`config.mk`:
```
export PLATFORM = sky130hd
export DESIGN_NAME = chunked_compare_unit_flat
export DESIGN_NICKNAME = d
export VERILOG_FILES = /design/src/rtl/chunked_compare_unit_if.sv /design/src/rtl/chunked_compare_unit.sv /design/src/flat_wrapper.sv
export SDC_FILE = /design/constraint.sdc
export NUM_CORES = 1
export LEC_CHECK = 0
export ABC_AREA = 1
export CAP_MARGIN = 10
export CORE_ASPECT_RATIO = 0.7
export CORE_MARGIN = 3
export CORE_UTILIZATION = 40
export DETAILED_ROUTE_END_ITERATION = 6
export PLACE_DENSITY = 0.6
export RECOVER_POWER = 25
export SLEW_MARGIN = 20
export SYNTH_ARGS = -nofsm -noshare
export SYNTH_HDL_FRONTEND = slang
export SYNTH_SLANG_ARGS = --single-unit
```
`constraint.sdc`:
```
create_clock -name clk -period 11.1 [get_ports clk]
set_input_delay 2.22 -clock clk [delete_from_list [all_inputs] [get_ports clk]]
set_output_delay 2.22 -clock clk [all_outputs]
set_load 0.01 [all_outputs]
```
`src/rtl/chunked_compare_unit_if.sv`:
```
// Operand/result bundle between the controller (master) and the chunked compare unit (slave).
// Results stay in place until the next compare completes.
interface chunked_compare_unit_if #(
  parameter int WIDTH = 32
);
  logic             start;
  logic             signed_mode;
  logic [2:0]       cond;
  logic [WIDTH-1:0] i1;
  logic [WIDTH-1:0] i2;
  logic             busy;
  logic             done;
  logic [WIDTH-1:0] comp;
  logic             flag_z;
  logic             flag_n;
  logic             flag_c;
  logic             flag_v;
  logic             cond_true;

  modport master (
    output start, signed_mode, cond, i1, i2,
    input  busy, done, comp, flag_z, flag_n, flag_c, flag_v, cond_true
  );

  modport slave (
    input  start, signed_mode, cond, i1, i2,
    output busy, done, comp, flag_z, flag_n, flag_c, flag_v, cond_true
  );
endinterface

```
`src/rtl/chunked_compare_unit.sv`:
```
// Multi-cycle i1-i2 compare, CHUNK bits per negedge with rippled borrow; done pulses NCH edges after accept.
// No backpressure: start is taken only while idle and ignored while busy.
module chunked_compare_unit #(
  parameter int WIDTH = 32,
  parameter int CHUNK = 8
) (
  input  logic                  clk,
  input  logic                  rst,
  chunked_compare_unit_if.slave bus
);
  localparam int NCH  = WIDTH / CHUNK;
  localparam int CNTW = (NCH > 1) ? $clog2(NCH) : 1;

  typedef enum logic {IDLE, RUN} state_t;

  state_t            state_q, state_d;
  logic [CNTW-1:0]   cnt_q, cnt_d;
  logic              borrow_q, borrow_d;
  logic [WIDTH-1:0]  a_q, a_d;
  logic [WIDTH-1:0]  b_q, b_d;
  logic [2:0]        cond_q, cond_d;
  logic              signed_q, signed_d;
  logic [WIDTH-1:0]  shadow_q, shadow_d;
  logic [WIDTH-1:0]  comp_q, comp_d;
  logic              z_q, z_d;
  logic              n_q, n_d;
  logic              c_q, c_d;
  logic              v_q, v_d;
  logic              cond_true_q, cond_true_d;
  logic              done_q, done_d;

  logic [CHUNK-1:0]  a_chunk;
  logic [CHUNK-1:0]  b_chunk;
  logic [CHUNK:0]    sub;
  logic [WIDTH-1:0]  diff_full;
  logic              last_chunk;
  logic              z_new, n_new, c_new, v_new;
  int                idx;

  function automatic logic eval_cond(input logic [2:0] sel, input logic sgn,
                                     input logic z, input logic n,
                                     input logic c, input logic v);
    logic lt;
    logic res;
    lt  = sgn ? (n ^ v) : c;
    res = 1'b0;
    case (sel)
      3'b000:  res = z;
      3'b001:  res = !z;
      3'b010:  res = lt;
      3'b011:  res = !lt;
      3'b100:  res = !lt && !z;
      3'b101:  res = lt || z;
      3'b110:  res = 1'b1;
      default: res = 1'b0;
    endcase
    return res;
  endfunction

  // Datapath for the chunk selected by cnt_q; diff_full is the shadow with this chunk merged in.
  always_comb begin
    idx        = int'(cnt_q) * CHUNK;
    a_chunk    = a_q[idx +: CHUNK];
    b_chunk    = b_q[idx +: CHUNK];
    sub        = {1'b0, a_chunk} - {1'b0, b_chunk} - {{CHUNK{1'b0}}, borrow_q};
    diff_full  = shadow_q;
    diff_full[idx +: CHUNK] = sub[CHUNK-1:0];
    last_chunk = (cnt_q == CNTW'(NCH - 1));
    z_new      = (diff_full == '0);
    n_new      = diff_full[WIDTH-1];
    c_new      = sub[CHUNK];
    v_new      = (a_q[WIDTH-1] ^ b_q[WIDTH-1]) & (a_q[WIDTH-1] ^ diff_full[WIDTH-1]);
  end

  always_comb begin
    state_d     = state_q;
    cnt_d       = cnt_q;
    borrow_d    = borrow_q;
    a_d         = a_q;
    b_d         = b_q;
    cond_d      = cond_q;
    signed_d    = signed_q;
    shadow_d    = shadow_q;
    comp_d      = comp_q;
    z_d         = z_q;
    n_d         = n_q;
    c_d         = c_q;
    v_d         = v_q;
    cond_true_d = cond_true_q;
    done_d      = 1'b0;

    case (state_q)
      IDLE: begin
        if (bus.start) begin
          a_d      = bus.i1;
          b_d      = bus.i2;
          cond_d   = bus.cond;
          signed_d = bus.signed_mode;
          cnt_d    = '0;
          borrow_d = 1'b0;
          state_d  = RUN;
        end
      end
      RUN: begin
        shadow_d = diff_full;
        borrow_d = sub[CHUNK];
        cnt_d    = cnt_q + CNTW'(1);
        if (last_chunk) begin
          cnt_d       = '0;
          comp_d      = diff_full;
          z_d         = z_new;
          n_d         = n_new;
          c_d         = c_new;
          v_d         = v_new;
          cond_true_d = eval_cond(cond_q, signed_q, z_new, n_new, c_new, v_new);
          done_d      = 1'b1;
          state_d     = IDLE;
        end
      end
      default: state_d = IDLE;
    endcase
  end

  always_ff @(negedge clk or posedge rst) begin
    if (rst) begin
      state_q     <= IDLE;
      cnt_q       <= '0;
      borrow_q    <= 1'b0;
      a_q         <= '0;
      b_q         <= '0;
      cond_q      <= '0;
      signed_q    <= 1'b0;
      shadow_q    <= '0;
      comp_q      <= '0;
      z_q         <= 1'b0;
      n_q         <= 1'b0;
      c_q         <= 1'b0;
      v_q         <= 1'b0;
      cond_true_q <= 1'b0;
      done_q      <= 1'b0;
    end else begin
      state_q     <= state_d;
      cnt_q       <= cnt_d;
      borrow_q    <= borrow_d;
      a_q         <= a_d;
      b_q         <= b_d;
      cond_q      <= cond_d;
      signed_q    <= signed_d;
      shadow_q    <= shadow_d;
      comp_q      <= comp_d;
      z_q         <= z_d;
      n_q         <= n_d;
      c_q         <= c_d;
      v_q         <= v_d;
      cond_true_q <= cond_true_d;
      done_q      <= done_d;
    end
  end

  assign bus.busy      = (state_q == RUN);
  assign bus.done      = done_q;
  assign bus.comp      = comp_q;
  assign bus.flag_z    = z_q;
  assign bus.flag_n    = n_q;
  assign bus.flag_c    = c_q;
  assign bus.flag_v    = v_q;
  assign bus.cond_true = cond_true_q;
endmodule
```
`src/flat_wrapper.sv`:
```
// flat-port wrapper written by rule: the top's interface ports become plain ports
module chunked_compare_unit_flat 
#(
  parameter int WIDTH = 32,
  parameter int CHUNK = 8
)
  (clk, rst, bus_start, bus_signed_mode, bus_cond, bus_i1, bus_i2, bus_busy, bus_done, bus_comp, bus_flag_z, bus_flag_n, bus_flag_c, bus_flag_v, bus_cond_true);
  chunked_compare_unit_if #(.WIDTH(WIDTH)) bus_i ();
  input  logic clk;
  input  logic rst;
  input wire logic [$bits(bus_i.start)-1:0] bus_start;
  input wire logic [$bits(bus_i.signed_mode)-1:0] bus_signed_mode;
  input wire logic [$bits(bus_i.cond)-1:0] bus_cond;
  input wire logic [$bits(bus_i.i1)-1:0] bus_i1;
  input wire logic [$bits(bus_i.i2)-1:0] bus_i2;
  output wire logic [$bits(bus_i.busy)-1:0] bus_busy;
  output wire logic [$bits(bus_i.done)-1:0] bus_done;
  output wire logic [$bits(bus_i.comp)-1:0] bus_comp;
  output wire logic [$bits(bus_i.flag_z)-1:0] bus_flag_z;
  output wire logic [$bits(bus_i.flag_n)-1:0] bus_flag_n;
  output wire logic [$bits(bus_i.flag_c)-1:0] bus_flag_c;
  output wire logic [$bits(bus_i.flag_v)-1:0] bus_flag_v;
  output wire logic [$bits(bus_i.cond_true)-1:0] bus_cond_true;
  assign bus_i.start = bus_start;
  assign bus_i.signed_mode = bus_signed_mode;
  assign bus_i.cond = bus_cond;
  assign bus_i.i1 = bus_i1;
  assign bus_i.i2 = bus_i2;
  assign bus_busy = bus_i.busy;
  assign bus_done = bus_i.done;
  assign bus_comp = bus_i.comp;
  assign bus_flag_z = bus_i.flag_z;
  assign bus_flag_n = bus_i.flag_n;
  assign bus_flag_c = bus_i.flag_c;
  assign bus_flag_v = bus_i.flag_v;
  assign bus_cond_true = bus_i.cond_true;
  chunked_compare_unit #(.WIDTH(WIDTH), .CHUNK(CHUNK)) u_core (.clk(clk), .rst(rst), .bus(bus_i));
endmodule
```
==> summary.md <==
| Metric | Value |
|---|---|
| Yosys warns | 0 |
| Routability cong. | about 0.88 |
| Highest fanout seen on the critical path | 23 |
| Die area | 19240 um2 |
| Hold_buf cts | 0 |
| Utilization of the core after routing | between 50% and 60% |
| Combined buffer and inverter count along the critical path | 1 |
| Total CTS buffers | 17 |
| Synth Area in Adders | ~3.8% |
| Footprint of the multi-input gates | 2987 um2 |
| Peak supply drop | roughly 0.00020 V |
| Remaining design rule violation count | 0 |
| Cell-by-cell trace of the critical path | clkdlybuf4s50_1 |
| Number of I/O pins | 110 |
| Total Wirelength | 17800 um |
| Switching share of power | a little under half |
| Routed Antenna Nets | 0 |
| Distinct cell type count of the synthesized netlist | 31 |
| Final-report setup violation count | 0 |
| Dominant delay contributor by cell family on the critical path | flip-flops |
| Crit path launch type | flip-flop |
| Violations in the final reports | capacitance limit, slew limit |
| Net switching power figure | around 1500 uW |
| Via count of the first global-routing pass | approximately 5500 |
| Seq/Total Area, Yosys | approximately half |
| Unrepaired setup endpoints after global routing | false |
| Seq pwr share | around a quarter |
| Slew at the pin with the worst max-slew slack | 1.683 ns |
| Clock Sinks | 141 |
| Final hold vios | 0 |
| Vias per std cell | a little under 5 |
| Largest family of logic cells by synthesized area | simple AND/OR/NAND/NOR gates |
| GRT Resource Usage Total | approximately a fifth |
| Effective utilization at floorplan | a little over two fifths |
| Fraction of synthesized area in multiplexers | ~8.2% |
| Clock latency on the worst-skew pair | 0.40 ns |
| Leading cell type in the layout, fill and taps excluded | sky130_fd_sc_hd__nand2_1 |
| Number of DRC violations after detailed-routing iteration 0 | 330 |
| Slowest Stage Delay on Critical Path | around 0.8 ns |
| Headroom to the max-slew limit | -12.81% |
| Antenna violations before repair | 0 |
| Number of H-tree levels | 4 |
| Overflow after GRT | 0 |
| Proportion of netlist area held by the largest area contributor | between 50% and 60% |
| Dpl hpwl | ~13000 um |
| Standard cell with the maximum stage delay on the critical path | sky130_fd_sc_hd__dfrtn_1 |
| Number of cells produced by synthesis | roughly 810 |
| Aggregate negative setup slack | 0 ns |
| Reg area | 3528 um2 |
| Post-CTS setup-driven buffer insertion count | 0 |
| Run status | complete, but fails checks |
| Largest net degree at the start of global routing | 86 |
| Post-layout net count | 994 |
| DIE WIDTH | roughly 160 um |
| Worst clock skew | between 0.008 and 0.009 ns |
| Global-route wire length before repair | around 29000 um |
| Filler cell count in the final layout | about 1600 |
| Required time of the critical path | between 8 and 9 ns |
| Setup Crit Path Kind | flip-flop to primary output |
| CTS tree | yes |
| Port buffer count | 109 |
| Floorplan die height | 117.0 um |
| Antenna Cells | 0 |
| Top cells by area in the synthesized netlist | sky130_fd_sc_hd__dfrtn_1 50%, sky130_fd_sc_hd__nand2_1 10%, sky130_fd_sc_hd__mux2_2 8.2% |
| Syn nets | 898 |
| Critical Path End Type | primary output |
| Max-cap violation count | 1 |
| Area added between synthesis and finish | 25.92% |
| Via Count | roughly 5600 |
| Combinational Power Share | 56.2% |
| Post-synthesis simple-gate area fraction | between 10% and 20% |
| Cts repair resizes | 0 |
| Fraction of layout cells with a size suffix above 1 | between 10% and 20% |
| Highest-count cells in the layout ignoring fill and taps | 193 x sky130_fd_sc_hd__nand2_1, 141 x sky130_fd_sc_hd__dfrtn_1, 107 x sky130_fd_sc_hd__clkdlybuf4s50_1 |
| Hold Crit Class | flip-flop to flip-flop |
| Parity-gate share of the synthesized area counting xor and xnor cells | 0.1245% |
| Reg clk slew, reported paths | ~0.04 ns |
| Clock Path Buffers | 2 |
| Max-slew violations | 35 |
| Power per standard cell area | 376.5 nW/um2 |
| Master cell of the clock root buffer | sky130_fd_sc_hd__clkbuf_16 |
| Row cnt | 39 |
| Core outline area | 16790 um2 |
| Dominant cell type by area after synthesis | sky130_fd_sc_hd__dfrtn_1 |
| Crit path arrival time | between 7 and 8 ns |
| First-pass iteration count of the detailed router | 5 |
| Area of the mapped netlist | roughly 7000 um2 |
| Internal | 1811 uW |
| Flip-flop and latch count after synthesis | roughly 140 |
| Synthesized area per cell | 8.717 um2 |
| Leakage power summed over all cells | a little over 0.004 uW |
| Avg WL per Cell | about 16 um |
| Clock share of power | 17.4% |
| Compound-Gate Fraction of Synth Area | a little under an eighth |
## flip-flops by register name, summed over array words and instances, names as in the netlist
name and count:
u_core.a_q 32, u_core.b_q 32, u_core.shadow_q 32, u_core.bus.comp 31, u_core.cond_q 3, u_core.cnt_q 2
u_core.borrow_q 1, u_core.bus.busy 1, u_core.bus.cond_true 1, u_core.bus.done 1, u_core.bus.flag_c 1, u_core.bus.flag_n 1
u_core.bus.flag_v 1, u_core.bus.flag_z 1, u_core.signed_q 1
## layer usage
metal	up-vias	track usage, %	share of wire (%)
li1	2805	-	-
met1	2653	31.53	55
met2	146	26.24	38
met3	12	3.975	5.9
met4	0	4.860	0.94
met5	-	0	0
## kinds of logic after synthesis
group | count (synthesis)
buf+inv | 121
compound gates | 151
fa+ha+maj | 20
mux | 51
simple gates | 322
flops | 141
xor+xnor | 1
## cell type report
class                           instances  share of cell area, %
Tap cell                              225                  3.178
Timing Repair Buffer                  114                  13.02
Clock inverter                          7                  1.271
Inverter                               84                  3.574
Clock buffer                           23                  5.396
Multi-Input combinational cell        545                  33.72
Sequential cell                       141                  39.84
## stage by stage
step / setup slack (ns) / power, uW / hold slack [ns] / cell area [um2] / instances
detailed placement: 1.430 / 2802 / 0.4267 / 8317 / 1109
global route: 1.367 / 3645 / 0.4483 / 8857 / 1139
floorplan: 1.679 / 2239 / 0.4098 / 7038 / 807
CTS: 1.447 / 3401 / 0.4297 / 8907 / 1139
global placement: 1.435 / 2781 / 0.4277 / 8317 / 1109
finish: 1.467 / 3335 / 0.4291 / 8857 / 1139
## synthesized netlist by cell type (all sizes together)
cell,count
nor2,78
a21oi,34
nand4,10
o21bai,1
buf,7
o22ai,9
nand3b,1
nand2,201
ha,18
o31ai,1
nand3,32
o21ai,104
fa,2
dfrtn,141
xnor2,1
inv,84
o21a,2
clkbuf,30
mux2,51
## worst paths after layout
| path | startpoint | to | slack [ns] | cells past startpoint |
|---|---|---|---|---|
| hold / removal | u_core.bus.comp[4] | u_core.bus.comp[4] | 0.43 | 2 |
| min in group asynchronous | rst | u_core.bus.comp[1] | 8.13 | 2 |
| setup reg to reg | u_core.cnt_q[1] | u_core.bus.cond_true | 6.06 | 23 |
| hold reg to reg | u_core.bus.comp[4] | u_core.bus.comp[4] | 0.43 | 2 |
| setup / recovery | u_core.bus.busy | bus_busy | 1.47 | 1 |
| max in group asynchronous | rst | u_core.bus.comp[18] | 1.99 | 3 |
## power groups by stage
stage / registers (uW) / logic (uW) / clock network [uW]
after floorplan: 865 / 1370 / 0
after global placement: 886 / 1890 / 0
after detailed placement: 887 / 1910 / 0
after CTS: 882 / 1930 / 588
after global routing: 908 / 2120 / 612
final: 882 / 1870 / 580
Power figures use the tool's default switching activity.
